File: config.mk
export PLATFORM = sky130hd
export DESIGN_NAME = fft4_group_serializer_flat
export DESIGN_NICKNAME = d
export VERILOG_FILES = /design/src/rtl/fft_pkg.sv /design/src/rtl/fft4_group_serializer_if.sv /design/src/rtl/fft4_group_fifo.sv /design/src/rtl/fft4_group_serializer.sv /design/src/flat_wrapper.sv
export SDC_FILE = /design/constraint.sdc
export NUM_CORES = 1
export LEC_CHECK = 0
export ABC_AREA = 1
export BUFFER_PORTS_ARGS = -buffer_cell sky130_fd_sc_hd__buf_2
export CAP_MARGIN = 20
export CORE_MARGIN = 10
export CORE_UTILIZATION = 50
export DETAILED_ROUTE_END_ITERATION = 8
export PLACE_DENSITY_LB_ADDON = 0.1
export SETUP_SLACK_MARGIN = 0.3
export SYNTH_ARGS = -nofsm -noshare
export SYNTH_HDL_FRONTEND = slang
export SYNTH_SLANG_ARGS = --single-unit
File: constraint.sdc
create_clock -name clk -period 29.6 [get_ports clk]
set_clock_uncertainty 0.1 [all_clocks]
set_input_delay 0 -clock clk [delete_from_list [all_inputs] [get_ports clk]]
set_output_delay 0 -clock clk [all_outputs]
set_load 0.01 [all_outputs]
File: src/rtl/fft_pkg.sv
// Shared types for the radix-4 FFT datapath: complex sample and 4-sample group.
package fft_pkg;

    localparam int DATA_WIDTH  = 27;
    localparam int LABEL_WIDTH = 11;

    typedef struct packed {
        logic signed [DATA_WIDTH-1:0] re;
        logic signed [DATA_WIDTH-1:0] im;
    } cplx_t;

    typedef struct packed {
        cplx_t [3:0]            s;
        logic [LABEL_WIDTH-1:0] label;
    } group_t;

endpackage

File: src/rtl/fft4_group_serializer_if.sv
// Group input from the twiddle stage and 1-wide valid/ready sample stream out.
interface fft4_group_serializer_if;
    import fft_pkg::*;

    logic                         in_valid;
    logic [LABEL_WIDTH-1:0]       in_label;
    logic signed [DATA_WIDTH-1:0] in_y0_r, in_y0_i, in_y1_r, in_y1_i;
    logic signed [DATA_WIDTH-1:0] in_y2_r, in_y2_i, in_y3_r, in_y3_i;

    logic                         out_valid;
    logic                         out_ready;
    logic signed [DATA_WIDTH-1:0] out_r;
    logic signed [DATA_WIDTH-1:0] out_i;
    logic [LABEL_WIDTH+1:0]       out_addr;
    logic                         out_last;

    // master: the serializer
    modport master (
        input  in_valid, in_label,
        input  in_y0_r, in_y0_i, in_y1_r, in_y1_i, in_y2_r, in_y2_i, in_y3_r, in_y3_i,
        input  out_ready,
        output out_valid, out_r, out_i, out_addr, out_last
    );

    // slave: upstream stage and downstream consumer
    modport slave (
        output in_valid, in_label,
        output in_y0_r, in_y0_i, in_y1_r, in_y1_i, in_y2_r, in_y2_i, in_y3_r, in_y3_i,
        output out_ready,
        input  out_valid, out_r, out_i, out_addr, out_last
    );

endinterface

File: src/rtl/fft4_group_fifo.sv
// Group FIFO; exposes the head and the entry behind it so the serializer can
// preload its output register on the same edge that pops the head.
module fft4_group_fifo
    import fft_pkg::*;
#(
    parameter int DEPTH = 4
) (
    input  logic                     clk,
    input  logic                     rst,
    input  logic                     push,
    input  logic                     pop,
    input  group_t                   wr_data,
    output group_t                   head,
    output group_t                   head_next,
    output logic                     full,
    output logic                     empty,
    output logic [$clog2(DEPTH):0]   level
);

    localparam int PW = $clog2(DEPTH);
    localparam int LW = PW + 1;
    localparam logic [LW-1:0] DEPTH_L = LW'(DEPTH);

    group_t          mem [DEPTH];
    logic [PW-1:0]   wr_ptr;
    logic [PW-1:0]   rd_ptr;
    logic [PW-1:0]   rd_ptr_nx;

    assign rd_ptr_nx = rd_ptr + PW'(1);
    assign head      = mem[rd_ptr];
    assign head_next = mem[rd_ptr_nx];
    assign full      = (level == DEPTH_L);
    assign empty     = (level == '0);

    // storage write; contents need no reset since level gates every read
    always_ff @(posedge clk) begin
        if (push) mem[wr_ptr] <= wr_data;
    end

    // pointers and occupancy
    always_ff @(posedge clk or posedge rst) begin
        if (rst) begin
            wr_ptr <= '0;
            rd_ptr <= '0;
            level  <= '0;
        end else begin
            if (push) wr_ptr <= wr_ptr + PW'(1);
            if (pop)  rd_ptr <= rd_ptr_nx;
            case ({push, pop})
                2'b10:   level <= level + LW'(1);
                2'b01:   level <= level - LW'(1);
                default: level <= level;
            endcase
        end
    end

endmodule

File: src/rtl/fft4_group_serializer.sv
// Buffers 4-wide groups from the twiddle stage and streams one complex word
// per cycle with its bin address {label, k}.
module fft4_group_serializer
    import fft_pkg::*;
#(
    parameter int DEPTH      = 4,
    parameter int LAST_LABEL = 511
) (
    input  logic                   clk,
    input  logic                   rst,
    fft4_group_serializer_if.master bus,
    output logic                   overflow,
    output logic [$clog2(DEPTH):0] level
);

    localparam int LW = $clog2(DEPTH) + 1;
    localparam logic [LABEL_WIDTH-1:0] LAST_L = LABEL_WIDTH'(LAST_LABEL);
    localparam logic [LW-1:0] ONE_L = LW'(1);

    group_t in_grp, head, head_next, ld_grp;
    logic   full, empty;
    logic   accept, pop, space, push, load;
    logic [1:0] k, ld_k;

    logic signed [DATA_WIDTH-1:0] out_r_q, out_i_q;
    logic [LABEL_WIDTH+1:0]       out_addr_q;
    logic                         out_last_q;

    // pack the parallel stage outputs into one group word
    always_comb begin
        in_grp          = '0;
        in_grp.label    = bus.in_label;
        in_grp.s[0].re  = bus.in_y0_r;
        in_grp.s[0].im  = bus.in_y0_i;
        in_grp.s[1].re  = bus.in_y1_r;
        in_grp.s[1].im  = bus.in_y1_i;
        in_grp.s[2].re  = bus.in_y2_r;
        in_grp.s[2].im  = bus.in_y2_i;
        in_grp.s[3].re  = bus.in_y3_r;
        in_grp.s[3].im  = bus.in_y3_i;
    end

    // a pop frees a slot in the same cycle, so a full FIFO can still take a group
    assign accept = bus.out_valid & bus.out_ready;
    assign pop    = accept & (k == 2'd3);
    assign space  = ~full | pop;
    assign push   = bus.in_valid & space;
    assign load   = accept | (empty & push);

    fft4_group_fifo #(.DEPTH(DEPTH)) u_fifo (
        .clk       (clk),
        .rst       (rst),
        .push      (push),
        .pop       (pop),
        .wr_data   (in_grp),
        .head      (head),
        .head_next (head_next),
        .full      (full),
        .empty     (empty),
        .level     (level)
    );

    // select the word the output register shows after this edge
    always_comb begin
        ld_grp = head;
        ld_k   = k + 2'd1;
        if (pop || empty) begin
            ld_k   = 2'd0;
            ld_grp = (empty || level == ONE_L) ? in_grp : head_next;
        end
    end

    // read index and registered output word; holds while stalled
    always_ff @(posedge clk or posedge rst) begin
        if (rst) begin
            k          <= '0;
            out_r_q    <= '0;
            out_i_q    <= '0;
            out_addr_q <= '0;
            out_last_q <= 1'b0;
        end else begin
            if (accept) k <= k + 2'd1;
            if (load) begin
                out_r_q    <= ld_grp.s[ld_k].re;
                out_i_q    <= ld_grp.s[ld_k].im;
                out_addr_q <= {ld_grp.label, ld_k};
                out_last_q <= (ld_grp.label == LAST_L) && (ld_k == 2'd3);
            end
        end
    end

    // sticky drop flag
    always_ff @(posedge clk or posedge rst) begin
        if (rst)                       overflow <= 1'b0;
        else if (bus.in_valid & ~space) overflow <= 1'b1;
    end

    assign bus.out_valid = ~empty;
    assign bus.out_r     = out_r_q;
    assign bus.out_i     = out_i_q;
    assign bus.out_addr  = out_addr_q;
    assign bus.out_last  = out_last_q;

endmodule

File: src/flat_wrapper.sv
// flat-port wrapper written by rule: the top's interface ports become plain ports
module fft4_group_serializer_flat import fft_pkg::*;
#(
    parameter int DEPTH      = 4,
    parameter int LAST_LABEL = 511
)
  (clk, rst, overflow, level, bus_in_valid, bus_in_label, bus_in_y0_r, bus_in_y0_i, bus_in_y1_r, bus_in_y1_i, bus_in_y2_r, bus_in_y2_i, bus_in_y3_r, bus_in_y3_i, bus_out_ready, bus_out_valid, bus_out_r, bus_out_i, bus_out_addr, bus_out_last);
  fft4_group_serializer_if bus_i ();
  input  logic clk;
  input  logic rst;
  output logic overflow;
  output logic [$clog2(DEPTH):0] level;
  input wire logic [$bits(bus_i.in_valid)-1:0] bus_in_valid;
  input wire logic [$bits(bus_i.in_label)-1:0] bus_in_label;
  input wire logic [$bits(bus_i.in_y0_r)-1:0] bus_in_y0_r;
  input wire logic [$bits(bus_i.in_y0_i)-1:0] bus_in_y0_i;
  input wire logic [$bits(bus_i.in_y1_r)-1:0] bus_in_y1_r;
  input wire logic [$bits(bus_i.in_y1_i)-1:0] bus_in_y1_i;
  input wire logic [$bits(bus_i.in_y2_r)-1:0] bus_in_y2_r;
  input wire logic [$bits(bus_i.in_y2_i)-1:0] bus_in_y2_i;
  input wire logic [$bits(bus_i.in_y3_r)-1:0] bus_in_y3_r;
  input wire logic [$bits(bus_i.in_y3_i)-1:0] bus_in_y3_i;
  input wire logic [$bits(bus_i.out_ready)-1:0] bus_out_ready;
  output wire logic [$bits(bus_i.out_valid)-1:0] bus_out_valid;
  output wire logic [$bits(bus_i.out_r)-1:0] bus_out_r;
  output wire logic [$bits(bus_i.out_i)-1:0] bus_out_i;
  output wire logic [$bits(bus_i.out_addr)-1:0] bus_out_addr;
  output wire logic [$bits(bus_i.out_last)-1:0] bus_out_last;
  assign bus_i.in_valid = bus_in_valid;
  assign bus_i.in_label = bus_in_label;
  assign bus_i.in_y0_r = bus_in_y0_r;
  assign bus_i.in_y0_i = bus_in_y0_i;
  assign bus_i.in_y1_r = bus_in_y1_r;
  assign bus_i.in_y1_i = bus_in_y1_i;
  assign bus_i.in_y2_r = bus_in_y2_r;
  assign bus_i.in_y2_i = bus_in_y2_i;
  assign bus_i.in_y3_r = bus_in_y3_r;
  assign bus_i.in_y3_i = bus_in_y3_i;
  assign bus_i.out_ready = bus_out_ready;
  assign bus_out_valid = bus_i.out_valid;
  assign bus_out_r = bus_i.out_r;
  assign bus_out_i = bus_i.out_i;
  assign bus_out_addr = bus_i.out_addr;
  assign bus_out_last = bus_i.out_last;
  fft4_group_serializer #(.DEPTH(DEPTH), .LAST_LABEL(LAST_LABEL)) u_core (.clk(clk), .rst(rst), .bus(bus_i), .overflow(overflow), .level(level));
endmodule
* Word level (Yosys, flattened, before mapping)
Memories as Yosys holds them, arrays and structs flattened.
Index checks and enable logic that the tools add are counted.
W data, S select, Z words.
** Storage, ports and cells
- RAM bits :: 908
- Word-level logic and storage cells :: 46
- Output and inout bits :: 73
- Memories kept :: 1
- Bits of input ports :: 231
- Register bits :: 78
** Cells by class
- Add/sub/neg operators :: 5
- Reductions and logical operators :: 5
- Magnitude comparators :: 1
- Equal/unequal tests :: 7
- Mux-type cells :: 8
- Bitwise logic cells :: 10
** Memories
- u_core.u_fifo.mem :: depth 4, bits a word 227, read ports 2, clocked after memory_dff 0, wr ports 1, RTL line fft4_group_fifo.sv:24 : group_t mem [DEPTH];
** Operators by type and width (count)
- $mux W227 :: 2
- $bmux W54 S2 :: 1
- $mux W54 :: 1
- $eq A11 B9 Y1 const B :: 1
- $add A2 B1 Y2 const B :: 3
- $eq A2 B2 Y1 const B :: 3
- $pmux W3 S2 :: 1
- $and A1 B1 Y1 :: 5
- $add A3 B1 Y3 const B :: 1
- $eq A3 B1 Y1 const B :: 1
- $eq A3 B3 Y1 const B :: 1
- $logic_not A3 Y1 :: 1
- $lt A2 B3 Y1 const B :: 1
- $not A1 Y1 :: 3
- $sub A3 B1 Y3 const B :: 1
- $eq A2 B1 Y1 const B :: 1
- $logic_or A1 B1 Y1 :: 2
- $mux W1 :: 2
- $mux W2 :: 1
- $or A1 B1 Y1 :: 2
- $reduce_bool A2 Y1 :: 1
- $logic_and A1 B1 Y1 :: 1

* Depth between registers and ports, before layout
- Word-level depth :: 8
- Gate-level depth with buffers :: 15
- Depth with buffers taken out :: 13

* Hierarchy
From an unflattened synthesis, not the netlist that was laid out.
** Second synthesis, totals
- Cells, all modules :: 5374
- Area total of the unflattened synthesis :: 49107.1 um^2
** Modules (own cells, without submodules)
- fft4_group_fifo :: cells each 4444, times used 1, sequential area each 27441.3 um^2, area each 43416.6 um^2
- fft4_group_serializer :: cells each 930, times used 1, sequential area each 1776.7 um^2, area each 5690.5 um^2

* Least setup slack after synthesis
No wires, ideal clock.
- Kind :: register to register
- Start :: register u_core.u_fifo.level[0]
- End :: memory u_core.u_fifo.mem[0][0] in the netlist's numbering, enable pin
- Required time :: 28682 ps
- Path buffers :: 0
- Setup time :: 818 ps
- Period minus slack after synthesis :: 11824 ps
- Arrival time :: 10907 ps
- Path slack :: 17776 ps
- Stages on the path, launching flop included :: 10
- Cells stage by stage :: dfrtp_1 > inv_1 > ha_1 > nand2_4 > nand3_1 > nand3_1 > inv_1 > nor2_4 > inv_1 > nor2_1
** Between the ends
- Word-level cells in the longest chain between the ends :: 8
- Elaborated cells on any way between the ends :: 10
- Those cells by class :: 1 x eq/ne; 2 x mux; 6 x bitwise; 1 x reduce/logical
** Ends and longest elaborated chain
- start, declared :: RTL line fft4_group_fifo.sv:17 : output logic [$clog2(DEPTH):0] level
- start signal, assigned :: RTL line fft4_group_fifo.sv:50 : 2'b10: level <= level + LW'(1);
- start signal, assigned :: RTL line fft4_group_fifo.sv:51 : 2'b01: level <= level - LW'(1);
- start signal, assigned :: RTL line fft4_group_fifo.sv:52 : default: level <= level;
- $logic_not A3 Y1 :: RTL line fft4_group_fifo.sv:33 : assign empty = (level == '0);
- $not A1 Y1 :: RTL line fft4_group_serializer.sv:98 : assign bus.out_valid = ~empty;
- net bus_out_valid :: RTL line flat_wrapper.sv:24 : output wire logic [$bits(bus_i.out_valid)-1:0] bus_out_valid;
- $and A1 B1 Y1 :: RTL line fft4_group_serializer.sv:44 : assign accept = bus.out_valid & bus.out_ready;
- $and A1 B1 Y1 :: RTL line fft4_group_serializer.sv:45 : assign pop = accept & (k == 2'd3);
- $or A1 B1 Y1 :: RTL line fft4_group_serializer.sv:46 : assign space = ~full | pop;
- $and A1 B1 Y1 :: RTL line fft4_group_serializer.sv:47 : assign push = bus.in_valid & space;
- $mux W1 :: RTL line fft4_group_fifo.sv:37 : if (push) mem[wr_ptr] <= wr_data;
- $mux W1 (not written as such) :: RTL line fft4_group_fifo.sv:37
- end, declared :: RTL line fft4_group_fifo.sv:24
The timed path passes the listed nets, and every way through them passes these cells.

* Worst setup path after layout
- Start :: register u_core.u_fifo.rd_ptr[0]
- End :: register u_core.out_i_q[9], in the netlist u_core.bus.out_i[9]
** Between the ends
- Word-level cells in the longest chain between the ends :: 6
** Ends and longest elaborated chain
- start, declared :: RTL line fft4_group_fifo.sv:26 : logic [PW-1:0] rd_ptr;
- start signal, assigned :: RTL line fft4_group_fifo.sv:48 : if (pop) rd_ptr <= rd_ptr_nx;
- $add A2 B1 Y2 :: RTL line fft4_group_fifo.sv:29 : assign rd_ptr_nx = rd_ptr + PW'(1);
- $mem_v2 Z4 W227 (*)
- $mux W227 :: RTL line fft4_group_serializer.sv:69 : ld_grp = (empty || level == ONE_L) ? in_grp : head_next;
- $mux W227 (*) :: RTL line fft4_group_serializer.sv:67 : if (pop || empty) begin
- $bmux W54 S2 (*) :: RTL line fft4_group_serializer.sv:85 : out_i_q <= ld_grp.s[ld_k].im;
- $mux W54 (*)
- end signal, assigned :: RTL line fft4_group_serializer.sv:85
- end, declared :: RTL line fft4_group_serializer.sv:25 : logic signed [DATA_WIDTH-1:0] out_r_q, out_i_q;
Mark *: on every way between the ends. The rest lies on a longest branch, timed or not. The select of a mux whose other input is x is not followed.
A chain may end at the register's enable or synchronous reset.

==> metrics.cfg <==
[sta]
fin_crit_sh_pct = 14.3
hold_violations = 0
setup_viol = 0
rsz0062_at_grt = false
tightest_slew_ns = 1.07
max-slew-margin-rel_pct = 28.4
tns_ns = 0
finalMaxSlewViolations = 0
max_freq_mhz = 236
finalCriticalPeriod_ns = 4.23

[drt]
first_pass_iters = 5
vias = 30800
ant_nets = 0
wire_per_inst_um = 22.6
drc = 0
avgViaCountPerCell = 5.59
drt-initial-drc-count = 3154
wl_um = 124000

[global_routing]
grt-ovfl-total = 0
antenna_found_initial = 18
grt_pass1_wl_um = 186000
grt_max_degree = 181
grt_usage_pct = 25.4
grt_pass1_vias = 29400

[power_and_ir_drop]
power.density_mw_per_mm2 = 107
p_leak_uw = 0.0194
max-vdd-ir-drop_v = 0.000140

[setup_path]
cp.arrival_ns = 4.73
rrSetupSlack_ns = 25.37
crit_required_ns = 30.10
endpoint_kind = flop
reg2reg_depth = 9
path_max_fanout = 103
rr_startpoint = u_core.u_fifo.rd_ptr[0]$_DFFE_PP0P_
critPathLaunchType = flop
worstReg2RegEnd = u_core.bus.out_i[9]$_DFFE_PP0P_
crit_type = flop to flop

[synth]
synth_area_mm2 = 0.0421
yosys.area.top_type = edfxtp_1
syn_avg_cell_area_um2 = 11.1
synth_common_cells = nand2_1, edfxtp_1, nor2_1, o21ai_0, nand3_1
synth_area_leaders = edfxtp_1, nand2_1, dfrtp_1, o21ai_0, nor2_1
ys_ff_latch = 986
synth_edf_count = 908
synth.top_cell.area_share_pct = 64.7
synth.net_count = 4042
syn_inst = 3802
yosys_warnings = 0
synthArstFlopShare_pct = 7.91
ys_seq_area_share_pct = 69.3
post-synth-top-count-cell = nand2_1
synthFlopType = edfxtp_1
synth_cell_types = 36

[clock_network]
postCtsSetupBuffers = 0
cts.path.max_buffers = 3
numClockSinks = 986
cts_tree = yes
post_cts_resized = 0
cts_hold_buffers = 329
clk_pin_slew_ns = 0.06
cts_buffers = 103
clockRootBuffer = clkbuf_16
htreeDepth = 3
insertion_delay_ns = 0.67

[min_path]
worst_hold_path.endpoint = u_core.u_fifo.mem[0][119]$_DFFE_PP_
hp-start = bus_in_y2_i[0]
hold_depth = 2
min_path_type = input port to flop

[placed_design]
place_congestion = 0.786
io_buffers = 303
hpwl_um = 70300

[job]
maxCapViolCount = 0

[die]
io_pins = 304
dieArea_mm2 = 0.0963
core-area_mm2 = 0.0836
start_util_pct = 50.4
placementRows = 106
die_w_um = 310
die-height_um = 310

[cells_and_area]
fill_cells = 6733
fin_util_pct = 60.9
drive_gt1_share_pct = 12.9
nets = 4568
area_growth_pct = 20.8

[run_status]
status = complete, no violations

## cells in the final DEF, fill, tap and decap left out, types with 11 or more instances in the layout
cell type	instances
dfrtp_1	75
a22oi_1	21
nand3_1	217
o211ai_1	75
buf_4	36
clkbuf_8	13
o22ai_1	57
nand4_1	13
dlygate4sd3_1	329
o31ai_1	40
inv_1	118
or2_2	46
clkinv_2	16
buf_2	303
edfxtp_1	908
nor2_1	425
nand2_1	968
clkinv_1	11
clkbuf_16	104
a31oi_1	42
a21oi_1	117
o21ai_0	357
clkbuf_1	33
## final cells by class
| cell class | instances | area, um2 | share of cell area, % |
|---|---|---|---|
| Sequential cell | 986 | 29200 | 57.4 |
| Multi-Input combinational cell | 2434 | 11200 | 22.1 |
| Timing Repair Buffer | 675 | 5220 | 10.3 |
| Clock buffer | 150 | 2910 | 5.71 |
| Tap cell | 1080 | 1350 | 2.65 |
| Inverter | 128 | 499 | 0.981 |
| Clock inverter | 43 | 445 | 0.875 |
| Antenna cell | 9 | 22.5 | 0.0442 |
## where the power goes
group | total [uW] | switching [uW] | internal, uW
Sequential | 2000 | 140 | 1860
Clock | 1280 | 537 | 743
Combinational | 2170 | 1570 | 597
## layer usage
metal	global-route usage, %	vias to the layer above	part of all wire, %
li1	-	14400	-
met1	37.0	14900	44
met2	39.1	1251	45
met3	4.28	182	8.2
met4	7.17	16	2.0
met5	0	-	0.080
## worst max-delay path by stage
stage	depth (start not counted)	startpoint	slack [ns]	to
2_1_floorplan	9	u_core.u_fifo.level[0]$_DFFE_PP0P_	17.78	u_core.u_fifo.mem[0][0]$_DFFE_PP_
3_3_place_gp	9	u_core.k[0]$_DFFE_PP0P_	25.39	u_core.u_fifo.mem[2][103]$_DFFE_PP_
3_5_place_dp	9	u_core.k[0]$_DFFE_PP0P_	25.34	u_core.u_fifo.mem[2][103]$_DFFE_PP_
4_1_cts	9	u_core.k[0]$_DFFE_PP0P_	25.33	u_core.u_fifo.mem[2][73]$_DFFE_PP_
5_1_grt	9	u_core.u_fifo.rd_ptr[0]$_DFFE_PP0P_	25.13	u_core.bus.out_i[18]$_DFFE_PP0P_
6_report	9	u_core.u_fifo.rd_ptr[0]$_DFFE_PP0P_	25.37	u_core.bus.out_i[9]$_DFFE_PP0P_
## worst max-delay path, stage by stage (launching register included)
cell,delay (ns)
dfrtp_4,0.81
inv_8,0.54
buf_4,0.74
buf_4,0.89
nor2_1,0.08
o221ai_1,0.29
nand3_1,0.24
nand3_1,0.17
nand2_1,0.06
inv_1,0.04
## per-stage QoR
step	instances	hold WS, ns	setup WS [ns]	power (uW)	instance area (um2)
after floorplan	3802	-0.00113	17.78	3470	42100
after global placement	4974	-0.0273	25.39	4130	44200
after detailed placement	4974	-0.0256	25.34	4150	44200
after CTS	5496	0.000972	25.33	5460	50900
after global routing	5501	0.00786	25.13	5770	50900
final	5505	0.0229	25.37	5450	50900
## sequential cells by signal, indices dropped and copies added (netlist names)
register / flops
u_core.u_fifo.wr_ptr: 2
u_core.u_fifo.rd_ptr: 2
u_core.bus.out_r: 27
u_core.bus.out_last: 1
u_core.u_fifo.mem: 908
u_core.bus.out_addr: 13
u_core.k: 2
u_core.u_fifo.level: 3
u_core.overflow: 1
u_core.bus.out_i: 27
## kinds of logic after synthesis
group	share of synthesized area [%]
simple gates	16.1
flops	69.3
compound gates	10.1
buf+inv	4.11
fa+ha+maj	0.267
xor+xnor	0.125
Note: power is estimated with default switching activity, not from simulation.
